File: config.mk
export PLATFORM = sky130hd
export DESIGN_NAME = ex_stage
export DESIGN_NICKNAME = d
export VERILOG_FILES = /design/src/rtl/ex_stage_pkg.sv /design/src/rtl/ex_divider.sv /design/src/rtl/ex_stage.sv
export SDC_FILE = /design/constraint.sdc
export NUM_CORES = 1
export LEC_CHECK = 0
export CORE_MARGIN = 1.5
export CORE_UTILIZATION = 60
export CTS_CLUSTER_SIZE = 40
export DETAILED_ROUTE_END_ITERATION = 8
export GPL_ROUTABILITY_DRIVEN = 0
export MAX_ROUTING_LAYER = met4
export PLACE_DENSITY = 0.85
export SYNTH_ARGS = -nofsm -noshare
export SYNTH_HDL_FRONTEND = slang
export SYNTH_SLANG_ARGS = --single-unit
export TNS_END_PERCENT = 1
File: constraint.sdc
create_clock -name clk -period 12.1 [get_ports clk]
set_input_delay 2.42 -clock clk [delete_from_list [all_inputs] [get_ports clk]]
set_output_delay 2.42 -clock clk [all_outputs]
set_load 0.01 [all_outputs]
File: src/rtl/ex_stage_pkg.sv
// Shared constants for the execute stage: widths, ALU opcodes and divider FSM states.
package ex_stage_pkg;
  localparam int EX_DW = 16;
  localparam int EX_RW = 8;

  localparam logic [3:0] OP_ADD   = 4'd0;
  localparam logic [3:0] OP_SUB   = 4'd1;
  localparam logic [3:0] OP_AND   = 4'd2;
  localparam logic [3:0] OP_OR    = 4'd3;
  localparam logic [3:0] OP_XOR   = 4'd4;
  localparam logic [3:0] OP_NOT   = 4'd5;
  localparam logic [3:0] OP_SHL   = 4'd6;
  localparam logic [3:0] OP_SHR   = 4'd7;
  localparam logic [3:0] OP_SRA   = 4'd8;
  localparam logic [3:0] OP_SLT   = 4'd9;
  localparam logic [3:0] OP_SLTU  = 4'd10;
  localparam logic [3:0] OP_MUL   = 4'd11;
  localparam logic [3:0] OP_PASSB = 4'd12;
  localparam logic [3:0] OP_PASSA = 4'd13;

  typedef enum logic [1:0] {
    ST_IDLE = 2'd0,
    ST_RUN  = 2'd1,
    ST_DONE = 2'd2
  } div_state_e;
endpackage

File: src/rtl/ex_divider.sv
// Iterative unsigned restoring divider, one quotient bit per cycle.
// start_i is taken in IDLE; done_o is held until hold_i drops, then the FSM returns to IDLE.
module ex_divider import ex_stage_pkg::*; #(
  parameter int DW         = EX_DW,
  parameter int DIV_CYCLES = EX_DW
) (
  input  logic          clk,
  input  logic          rst,
  input  logic          hold_i,
  input  logic          start_i,
  input  logic [DW-1:0] dividend_i,
  input  logic [DW-1:0] divisor_i,
  output logic          busy_o,
  output logic          done_o,
  output logic [DW-1:0] quotient_o,
  output logic [DW-1:0] remainder_o
);
  localparam int CW = $clog2(DIV_CYCLES + 1);

  div_state_e    state_q, state_d;
  logic [CW-1:0] count_q, count_d;
  logic [DW-1:0] quo_q, quo_d, rem_q, rem_d, dvs_q, dvs_d;
  logic          dz_q, dz_d;
  logic [DW:0]   rem_sh, diff;

  always_comb begin
    state_d = state_q;
    count_d = count_q;
    quo_d   = quo_q;
    rem_d   = rem_q;
    dvs_d   = dvs_q;
    dz_d    = dz_q;
    // quo_q doubles as the dividend shift register: its MSB feeds the partial remainder
    rem_sh  = {rem_q, quo_q[DW-1]};
    diff    = rem_sh - {1'b0, dvs_q};
    if (!hold_i) begin
      unique case (state_q)
        ST_IDLE: begin
          if (start_i) begin
            state_d = ST_RUN;
            count_d = '0;
            quo_d   = dividend_i;
            rem_d   = '0;
            dvs_d   = divisor_i;
            dz_d    = (divisor_i == '0);
          end
        end
        ST_RUN: begin
          if (!diff[DW]) begin
            rem_d = diff[DW-1:0];
            quo_d = {quo_q[DW-2:0], 1'b1};
          end else begin
            rem_d = rem_sh[DW-1:0];
            quo_d = {quo_q[DW-2:0], 1'b0};
          end
          count_d = count_q + 1'b1;
          if (count_q == CW'(DIV_CYCLES - 1)) state_d = ST_DONE;
        end
        ST_DONE: state_d = ST_IDLE;
        default: state_d = ST_IDLE;
      endcase
    end
  end

  always_ff @(posedge clk or posedge rst) begin
    if (rst) begin
      state_q <= ST_IDLE;
      count_q <= '0;
      quo_q   <= '0;
      rem_q   <= '0;
      dvs_q   <= '0;
      dz_q    <= 1'b0;
    end else begin
      state_q <= state_d;
      count_q <= count_d;
      quo_q   <= quo_d;
      rem_q   <= rem_d;
      dvs_q   <= dvs_d;
      dz_q    <= dz_d;
    end
  end

  assign busy_o      = (state_q == ST_RUN);
  assign done_o      = (state_q == ST_DONE);
  // A zero divisor already yields remainder = dividend; the quotient is forced explicitly
  assign quotient_o  = dz_q ? '1 : quo_q;
  assign remainder_o = rem_q;
endmodule

File: src/rtl/ex_stage.sv
// Execute stage: ALU, branch/jump resolution, iterative divide and the EX/MEM register.
// Optional operand forwarding from the EX/MEM register is enabled by defining EX_FORWARDING_EN.
module ex_stage import ex_stage_pkg::*; #(
  parameter int DW         = EX_DW,
  parameter int RW         = EX_RW,
  parameter int DIV_CYCLES = EX_DW
) (
  input  logic          clk,
  input  logic          rst,
  input  logic          hold_i,
  input  logic [3:0]    op_i,
  input  logic          j_i,
  input  logic          b_i,
  input  logic          mem_i,
  input  logic          store_i,
  input  logic          mwe_i,
  input  logic          mux_i,
  input  logic          rwe_i,
  input  logic          div_i,
  input  logic          im_i,
  input  logic [DW-1:0] data_a_i,
  input  logic [DW-1:0] data_b_i,
  input  logic [RW-1:0] a_reg_i,
  input  logic [RW-1:0] b_reg_i,
  input  logic [RW-1:0] c_reg_i,
  output logic          stall_o,
  output logic [DW-1:0] result_o,
  output logic [DW-1:0] store_data_o,
  output logic [RW-1:0] c_reg_o,
  output logic          mem_o,
  output logic          store_o,
  output logic          mwe_o,
  output logic          mux_o,
  output logic          rwe_o,
  output logic          br_taken_o,
  output logic [DW-1:0] br_target_o
);
  logic [DW-1:0] result_q, result_d, store_data_q, store_data_d, br_target_q, br_target_d;
  logic [RW-1:0] c_reg_q, c_reg_d;
  logic mem_q, mem_d, store_q, store_d, mwe_q, mwe_d, mux_q, mux_d, rwe_q, rwe_d;
  logic br_taken_q, br_taken_d;

  logic [DW-1:0] imm, op_a, op_b, alu_res, quo, rem, br_target;
  logic signed [DW-1:0] a_s, b_s;
  logic [3:0] sh;
  logic div_busy, div_done, issue, br_taken;

  assign imm = {{(DW-RW){1'b0}}, b_reg_i};

`ifdef EX_FORWARDING_EN
  logic fwd_a, fwd_b;
  assign fwd_a = rwe_q && (c_reg_q != '0) && (c_reg_q == a_reg_i);
  assign fwd_b = !im_i && rwe_q && (c_reg_q != '0) && (c_reg_q == b_reg_i);
  assign op_a  = fwd_a ? result_q : data_a_i;
  assign op_b  = im_i ? imm : (fwd_b ? result_q : data_b_i);
`else
  logic unused_a_reg;
  assign unused_a_reg = ^a_reg_i;
  assign op_a = data_a_i;
  assign op_b = im_i ? imm : data_b_i;
`endif

  assign a_s = op_a;
  assign b_s = op_b;
  assign sh  = op_b[3:0];

  always_comb begin
    alu_res = op_a;
    unique case (op_i)
      OP_ADD:   alu_res = op_a + op_b;
      OP_SUB:   alu_res = op_a - op_b;
      OP_AND:   alu_res = op_a & op_b;
      OP_OR:    alu_res = op_a | op_b;
      OP_XOR:   alu_res = op_a ^ op_b;
      OP_NOT:   alu_res = ~op_a;
      OP_SHL:   alu_res = op_a << sh;
      OP_SHR:   alu_res = op_a >> sh;
      OP_SRA:   alu_res = a_s >>> sh;
      OP_SLT:   alu_res = {{(DW-1){1'b0}}, (a_s < b_s)};
      OP_SLTU:  alu_res = {{(DW-1){1'b0}}, (op_a < op_b)};
      OP_MUL:   alu_res = op_a * op_b;
      OP_PASSB: alu_res = op_b;
      default:  alu_res = op_a;
    endcase
  end

  assign br_taken  = j_i || (b_i && (data_a_i == '0));
  assign br_target = j_i ? data_a_i : (br_taken ? data_b_i : '0);

  // A divide still presented while the FSM sits in DONE is the one being retired, not a new issue
  assign issue   = !rst && !hold_i && div_i && !div_busy && !div_done;
  assign stall_o = !rst && (hold_i || issue || div_busy);

  ex_divider #(.DW(DW), .DIV_CYCLES(DIV_CYCLES)) u_div (
    .clk         (clk),
    .rst         (rst),
    .hold_i      (hold_i),
    .start_i     (issue),
    .dividend_i  (op_a),
    .divisor_i   (op_b),
    .busy_o      (div_busy),
    .done_o      (div_done),
    .quotient_o  (quo),
    .remainder_o (rem)
  );

  always_comb begin
    result_d     = result_q;
    store_data_d = store_data_q;
    c_reg_d      = c_reg_q;
    mem_d        = mem_q;
    store_d      = store_q;
    mwe_d        = mwe_q;
    mux_d        = mux_q;
    rwe_d        = rwe_q;
    br_taken_d   = br_taken_q;
    br_target_d  = br_target_q;
    if (!hold_i) begin
      if (issue || div_busy) begin
        rwe_d = 1'b0;
        mwe_d = 1'b0;
      end else begin
        result_d     = div_done ? (op_i[0] ? rem : quo) : alu_res;
        store_data_d = data_b_i;
        c_reg_d      = c_reg_i;
        mem_d        = mem_i;
        store_d      = store_i;
        mwe_d        = mwe_i;
        mux_d        = mux_i;
        rwe_d        = rwe_i;
        br_taken_d   = br_taken;
        br_target_d  = br_target;
      end
    end
  end

  // EX/MEM register boundary
  always_ff @(posedge clk or posedge rst) begin
    if (rst) begin
      result_q     <= '0;
      store_data_q <= '0;
      c_reg_q      <= '0;
      mem_q        <= 1'b0;
      store_q      <= 1'b0;
      mwe_q        <= 1'b0;
      mux_q        <= 1'b0;
      rwe_q        <= 1'b0;
      br_taken_q   <= 1'b0;
      br_target_q  <= '0;
    end else begin
      result_q     <= result_d;
      store_data_q <= store_data_d;
      c_reg_q      <= c_reg_d;
      mem_q        <= mem_d;
      store_q      <= store_d;
      mwe_q        <= mwe_d;
      mux_q        <= mux_d;
      rwe_q        <= rwe_d;
      br_taken_q   <= br_taken_d;
      br_target_q  <= br_target_d;
    end
  end

  assign result_o     = result_q;
  assign store_data_o = store_data_q;
  assign c_reg_o      = c_reg_q;
  assign mem_o        = mem_q;
  assign store_o      = store_q;
  assign mwe_o        = mwe_q;
  assign mux_o        = mux_q;
  assign rwe_o        = rwe_q;
  assign br_taken_o   = br_taken_q;
  assign br_target_o  = br_target_q;
endmodule

; ---- Word-level counts from Yosys, hierarchy flattened
; Cells that the tools add are included.
; Widths: inputs -> output; s select.
[totals]
inputBits = 72
out_inout_bits = 63
ff_bits = 118
[op_classes]
shift = 3
order_cmp = 2
eq_ne = 17
n_addsub = 4
n_mul = 1
reduce_logical = 23
bitwise = 6
n_mux = 20
[op_table]
columns = operator, count
row1 = $pmux 16 s13, 1
row2 = $mux 16, 9
row3 = $pmux 16 s2, 2
row4 = $logic_not 16->1, 2
row5 = $lt 16x16->1, 2
row6 = $eq 4x4->1 const B, 5
row7 = $sub 17x16->17, 1
row8 = $add 16x16->16, 1
row9 = $and 16x16->16, 1
row10 = $eq 4x3->1 const B, 4
row11 = $mul 16x16->16, 1
row12 = $not 16->16, 1
row13 = $or 16x16->16, 1
row14 = $shl 16x4->16, 1
row15 = $shr 16x4->16, 1
row16 = $sshr 16x4->16, 1
row17 = $sub 16x16->16, 1
row18 = $xor 16x16->16, 1
row19 = $pmux 5 s2, 1
row20 = $reduce_and 3->1, 3
row21 = $eq 4x2->1 const B, 2
row22 = $logic_and 1x1->1, 6
row23 = $add 5x1->5 const B, 1
row24 = $eq 5x4->1 const B, 1
row25 = 16 further kinds, 26

; ---- Depth between registers and ports, before layout
[logic_depth]
ltp_word = 8
depth_mapped = 27

; ---- Modules after synthesis
; Synthesis repeated with hierarchy kept, for this count alone.
[unflattened]
hier_cells = 1806
hier_area_um2 = 14596.5
[modules_own_cells]
columns = module, seq_area_each_um2, n_inst, area_per_inst_um2, cells_each
row1 = ex_stage, 1551.5, 1, 11208.2, 1439
row2 = ex_divider, 1401.3, 1, 3388.2, 367

; ---- Worst setup path after synthesis
; OpenSTA, ideal clock, no wires.
[synth_path]
kind = input to register
from = input port im_i
to = register result_q[13] (netlist: result_o[13])
t_required_ps = 11972
path_slack_ps = 3422
stages = 24
arrival_time_ps = 8550
path_buffers = 4
cell_sequence = buf_6 -> mux2i_1 -> clkbuf_1 -> clkbuf_1 -> buf_1 -> nor2_1 -> fa_1 -> inv_1 -> fa_1 -> fa_1 -> fa_1 -> inv_1 -> fa_1 -> inv_1 -> fa_1 -> inv_1 -> ha_1 -> a21oi_1 -> nor2_1 -> a311o_1 -> xor2_1 -> a2111o_1 -> a211oi_1 -> o31ai_1
[synth_via]
elab_chain_cells = 4
elab_cells_between_ends = 12
classes_between = add/sub: 2 / mul: 1 / shift: 3 / mux: 3 / bitwise: 3
[synth_lines]
columns = element, line
row1 = start: declaration, ex_stage.sv:20  ; input logic im_i,
row2 = $mux 16 *, ex_stage.sv:60  ; assign op_b = im_i ? imm : data_b_i;
row3 = $mul 16x16->16 (tied with other cells), ex_stage.sv:81  ; OP_MUL: alu_res = op_a * op_b;
row4 = $pmux 16 s13 *, ex_stage.sv:69  ; unique case (op_i)
row5 = $mux 16 *, ex_stage.sv:123  ; result_d = div_done ? (op_i[0] ? rem : quo) : alu_res;
row6 = end signal: assignment, ex_stage.sv:151  ; result_q <= result_d;
row7 = end: declaration, ex_stage.sv:38  ; logic [DW-1:0] result_q, result_d, store_data_q, store_data_d, br_target_q, br_target_d;
; Mark *: on every way between the ends. The rest lies on a longest branch, timed or not.
; A chain may end at the register's enable or synchronous reset.

; ---- Worst setup path in the final report
[layout_path]
from = input port data_a_i[4]
to = register result_q[11] (netlist: result_o[11])
[layout_via]
elab_chain_cells = 3
elab_cells_between_ends = 8
classes_between = add/sub: 2 / mul: 1 / shift: 3 / mux: 2
[layout_lines]
columns = element, line
row1 = start: declaration, ex_stage.sv:21  ; input logic [DW-1:0] data_a_i,
row2 = $mul 16x16->16 (tied with other cells), ex_stage.sv:81
row3 = $pmux 16 s13 *, ex_stage.sv:69
row4 = $mux 16 *, ex_stage.sv:123
; Marks and branches as above.

==> reports/qor.csv <==
metric,value,unit
status,"complete, but fails checks",
failing checks,design-rule violations,
Post-Synth Simple-Gate Area,18.61,%
Area Overhead vs Synth,14.35,%
share of layout cells above drive strength 1,5.740,%
switching fraction of total power,49.67,%
I/O Pins,135,
critical path required time,12.37,ns
sequential share of power,19.0,%
postcts setup bufs,0,
WP data arrival,9.84,ns
ys async rst share,100.0,%
Setup-failing EPs final,0,
DPL Wire Length,35.84,mm
Cell Rows,55,
largest area contributor in the netlist,dfrtp_1,
htree depth,4,
combinational share of power,67.7,%
top cells by area in the synthesized netlist,"dfrtp_1, fa_1, ha_1",
adder-cell share of the synthesized area,22.22,%
Die W,156.5,um
# port buffers,126,
post-synthesis xor/xnor area fraction,3.541,%
CP most frequent cell,fa_1,
final period utilization,79.12,%
worst hold slack,0.4746,ns
Clock Tree Root,clkbuf_16,
total core area,0.02285,mm^2
min-delay worst type,reg -> reg,
fmax,104.5,MHz
CTS Sinks,118,
Die Footprint,0.02449,mm^2
Yosys reg bits,118,
multiplexer area fraction after synthesis,7.100,%
Max Cap Viol,0,
Int Pwr,0.001896,W
Synth Area per Inst,7.905,um^2
Net Sw Power,0.001871,W
TritonCTS clock tree,built,
largest family of logic cells by synthesized area,adder cells,
Worst setup SP type,input port,
first-pass GRT wire length,79.01,mm
worst vdd ir,0.0005526,V
drt first pass iters,9,
Synth top area share,20.89,%
Tmin final,9.573,ns
Max stage delay on crit path,1.20,ns
WL/cell,23.59,um
cell count after synthesis,1788,
maximum buffer depth of the clock tree,2,
Post-synth EDFFs,0,
detailed-route DRC error count,36,
RSZ-0062 raised after global routing,false,
Top delay family on crit path,adder cells,
Slew Limit Fails,0,
initial antenna violation count,2,
worst rel slew slack,21.99,%
post-synthesis compound-gate area fraction,19.35,%
worst-path cell chain,clkdlybuf4s50_1 > clkinv_1 > nor2_1 > fa_1 > fa_1 > ha_1 > fa_1 > inv_1 > fa_1 > fa_1 > inv_1 > ha_1 > or4_1 > a31oi_1 > xor2_1 > o211ai_1 > a2111oi_0 > o21ai_0,
synthesized cell area,0.01413,mm^2
# hold bufs at CTS,0,
total number of yosys warnings,0,
largest net degree at the start of global routing,77,
Routed WL,51.39,mm
CP Max Fanout,19,
GRT Total Usage,44.18,%
via count,14660,
"Reg clk slew, reported paths",0.07,ns
Commonest cells post-synth,"nand2_1, nor2_1, inv_1",
worst skew pair latency,0.43,ns
total negative slack,0,ns
fill cell count,1756,
WS Path Type,in -> reg,
CP max stage cell,clkdlybuf4s50_1,
Clock Skews,0.009337,ns
CTS Buf Count,17,
routed vias/inst,6.726,
First DRT Iteration DRCs,2308,
Lkg Pwr,7.495,nW
top-count cell post-synth,nand2_1,
fin nets,2124,
vias in the first global route,14140,
Worst Path Buf+Inv,4,
grt total ovfl,0,
Cell Pwr Density,233.0,mW/mm^2
Die Ht,156.5,um
worst slew pin tran,1.162,ns
clock power share,13.3,%
"Seq/Total Area, Yosys",20.89,%
CP Capture Type,flip-flop,
Initial Util,61.86,%
syn nets,2061,
# resized after CTS,0,
synth unique cells,80,
Antenna Violating Nets Remaining,0,
"Hold Violations, Final",0,
Main synth FF type,dfrtp_1,
## cell families (layout without fill, tap and decap cells)
family,count (synthesis),after routing
and+or+nand+nor,608,608
DFF,118,118
other,0,2
AOI/OAI and AO/OA,429,429
muxes,77,77
buffers and inverters,300,376
adders and majority gates,202,202
xor gates and xnor gates,54,54
## path summary, 6_finish.rpt
path                                 start              endpoint  slack [ns]  cells after the start
hold reg to reg            store_data_o[7]       store_data_o[7]        0.47                      2
min in group asynchronous              rst       store_data_o[8]        2.44                      2
setup / recovery               data_a_i[4]          result_o[11]        2.53                     18
max in group asynchronous              rst       u_div.quo_q[11]        8.29                      3
hold / removal             store_data_o[7]       store_data_o[7]        0.47                      2
setup reg to reg           u_div.quo_q[15]  u_div.remainder_o[3]        8.62                     12
## power by group through the flow
stage,clock [W],sequential [W],combinational (W)
after floorplan,0,0.000726,0.00159
after global routing,0.000516,0.000733,0.00274
after CTS,0.000499,0.000711,0.00245
after global placement,0,0.000707,0.00234
final,0.000500,0.000717,0.00255
after detailed placement,0,0.000715,0.00242
## flip-flops by register name (all words and copies together) (netlist names)
name               count
store_data_o          16
store_o                1
c_reg_o                8
br_taken_o             1
rwe_o                  1
u_div.dvs_q           16
u_div.dz_q             1
mux_o                  1
result_o              16
u_div.state_q          2
u_div.count_q          5
mem_o                  1
br_target_o           16
u_div.remainder_o     16
u_div.quo_q           16
mwe_o                  1
## worst min-delay path: stages, from the launching register on
cell	delay [ns]
dfrtp_1	0.34
nand2_1	0.05
nand2_1	0.06
## layer usage
metal / part of all wire [%] / track usage [%]
met1: 34 / 50.11
met2: 42 / 65.74
met3: 15 / 17.17
met4: 8.4 / 27.26
met5: 0 / -
## metrics by stage
step	cell area, um^2	cells	utilization (%)	worst slack, ns	total power (W)
floorplan	14130	1788	-	3.422	0.002319
global placement	15580	2145	68.18	2.528	0.003051
detailed placement	15580	2145	68.18	2.477	0.003137
CTS	16160	2177	70.72	2.864	0.003658
global route	16160	2179	70.74	2.379	0.003989
finish	16160	2179	70.74	2.527	0.003767
## cell type report
| class | count | area [um^2] | area share, % |
|---|---|---|---|
| Inverter | 189 | 711.9 | 4.405 |
| Multi-Input combinational cell | 1370 | 10040 | 62.13 |
| Timing Repair Buffer | 155 | 1479 | 9.151 |
| Clock inverter | 15 | 155.1 | 0.9600 |
| Antenna cell | 2 | 5.005 | 0.03097 |
| Tap cell | 313 | 391.6 | 2.423 |
| Clock buffer | 17 | 425.4 | 2.632 |
| Sequential cell | 118 | 2953 | 18.27 |
## cells in the final DEF (no fill, tap or decap), types with 10 or more instances in the layout
cell,instances
a211oi_1,18
a21o_1,18
a21oi_1,101
a221oi_1,14
a31oi_1,22
buf_4,29
clkbuf_16,17
clkdlybuf4s50_1,126
dfrtp_1,118
fa_1,82
ha_1,119
inv_1,177
mux2i_1,56
mux4_2,11
nand2_1,263
nand2b_1,21
nand3_1,26
nor2_1,184
nor2b_1,11
nor3_1,36
nor4_1,10
o211ai_1,18
o21ai_0,129
o221ai_1,10
o22ai_1,12
or3_1,13
xnor2_1,43
No activity file was read; power rests on OpenSTA's default activity.
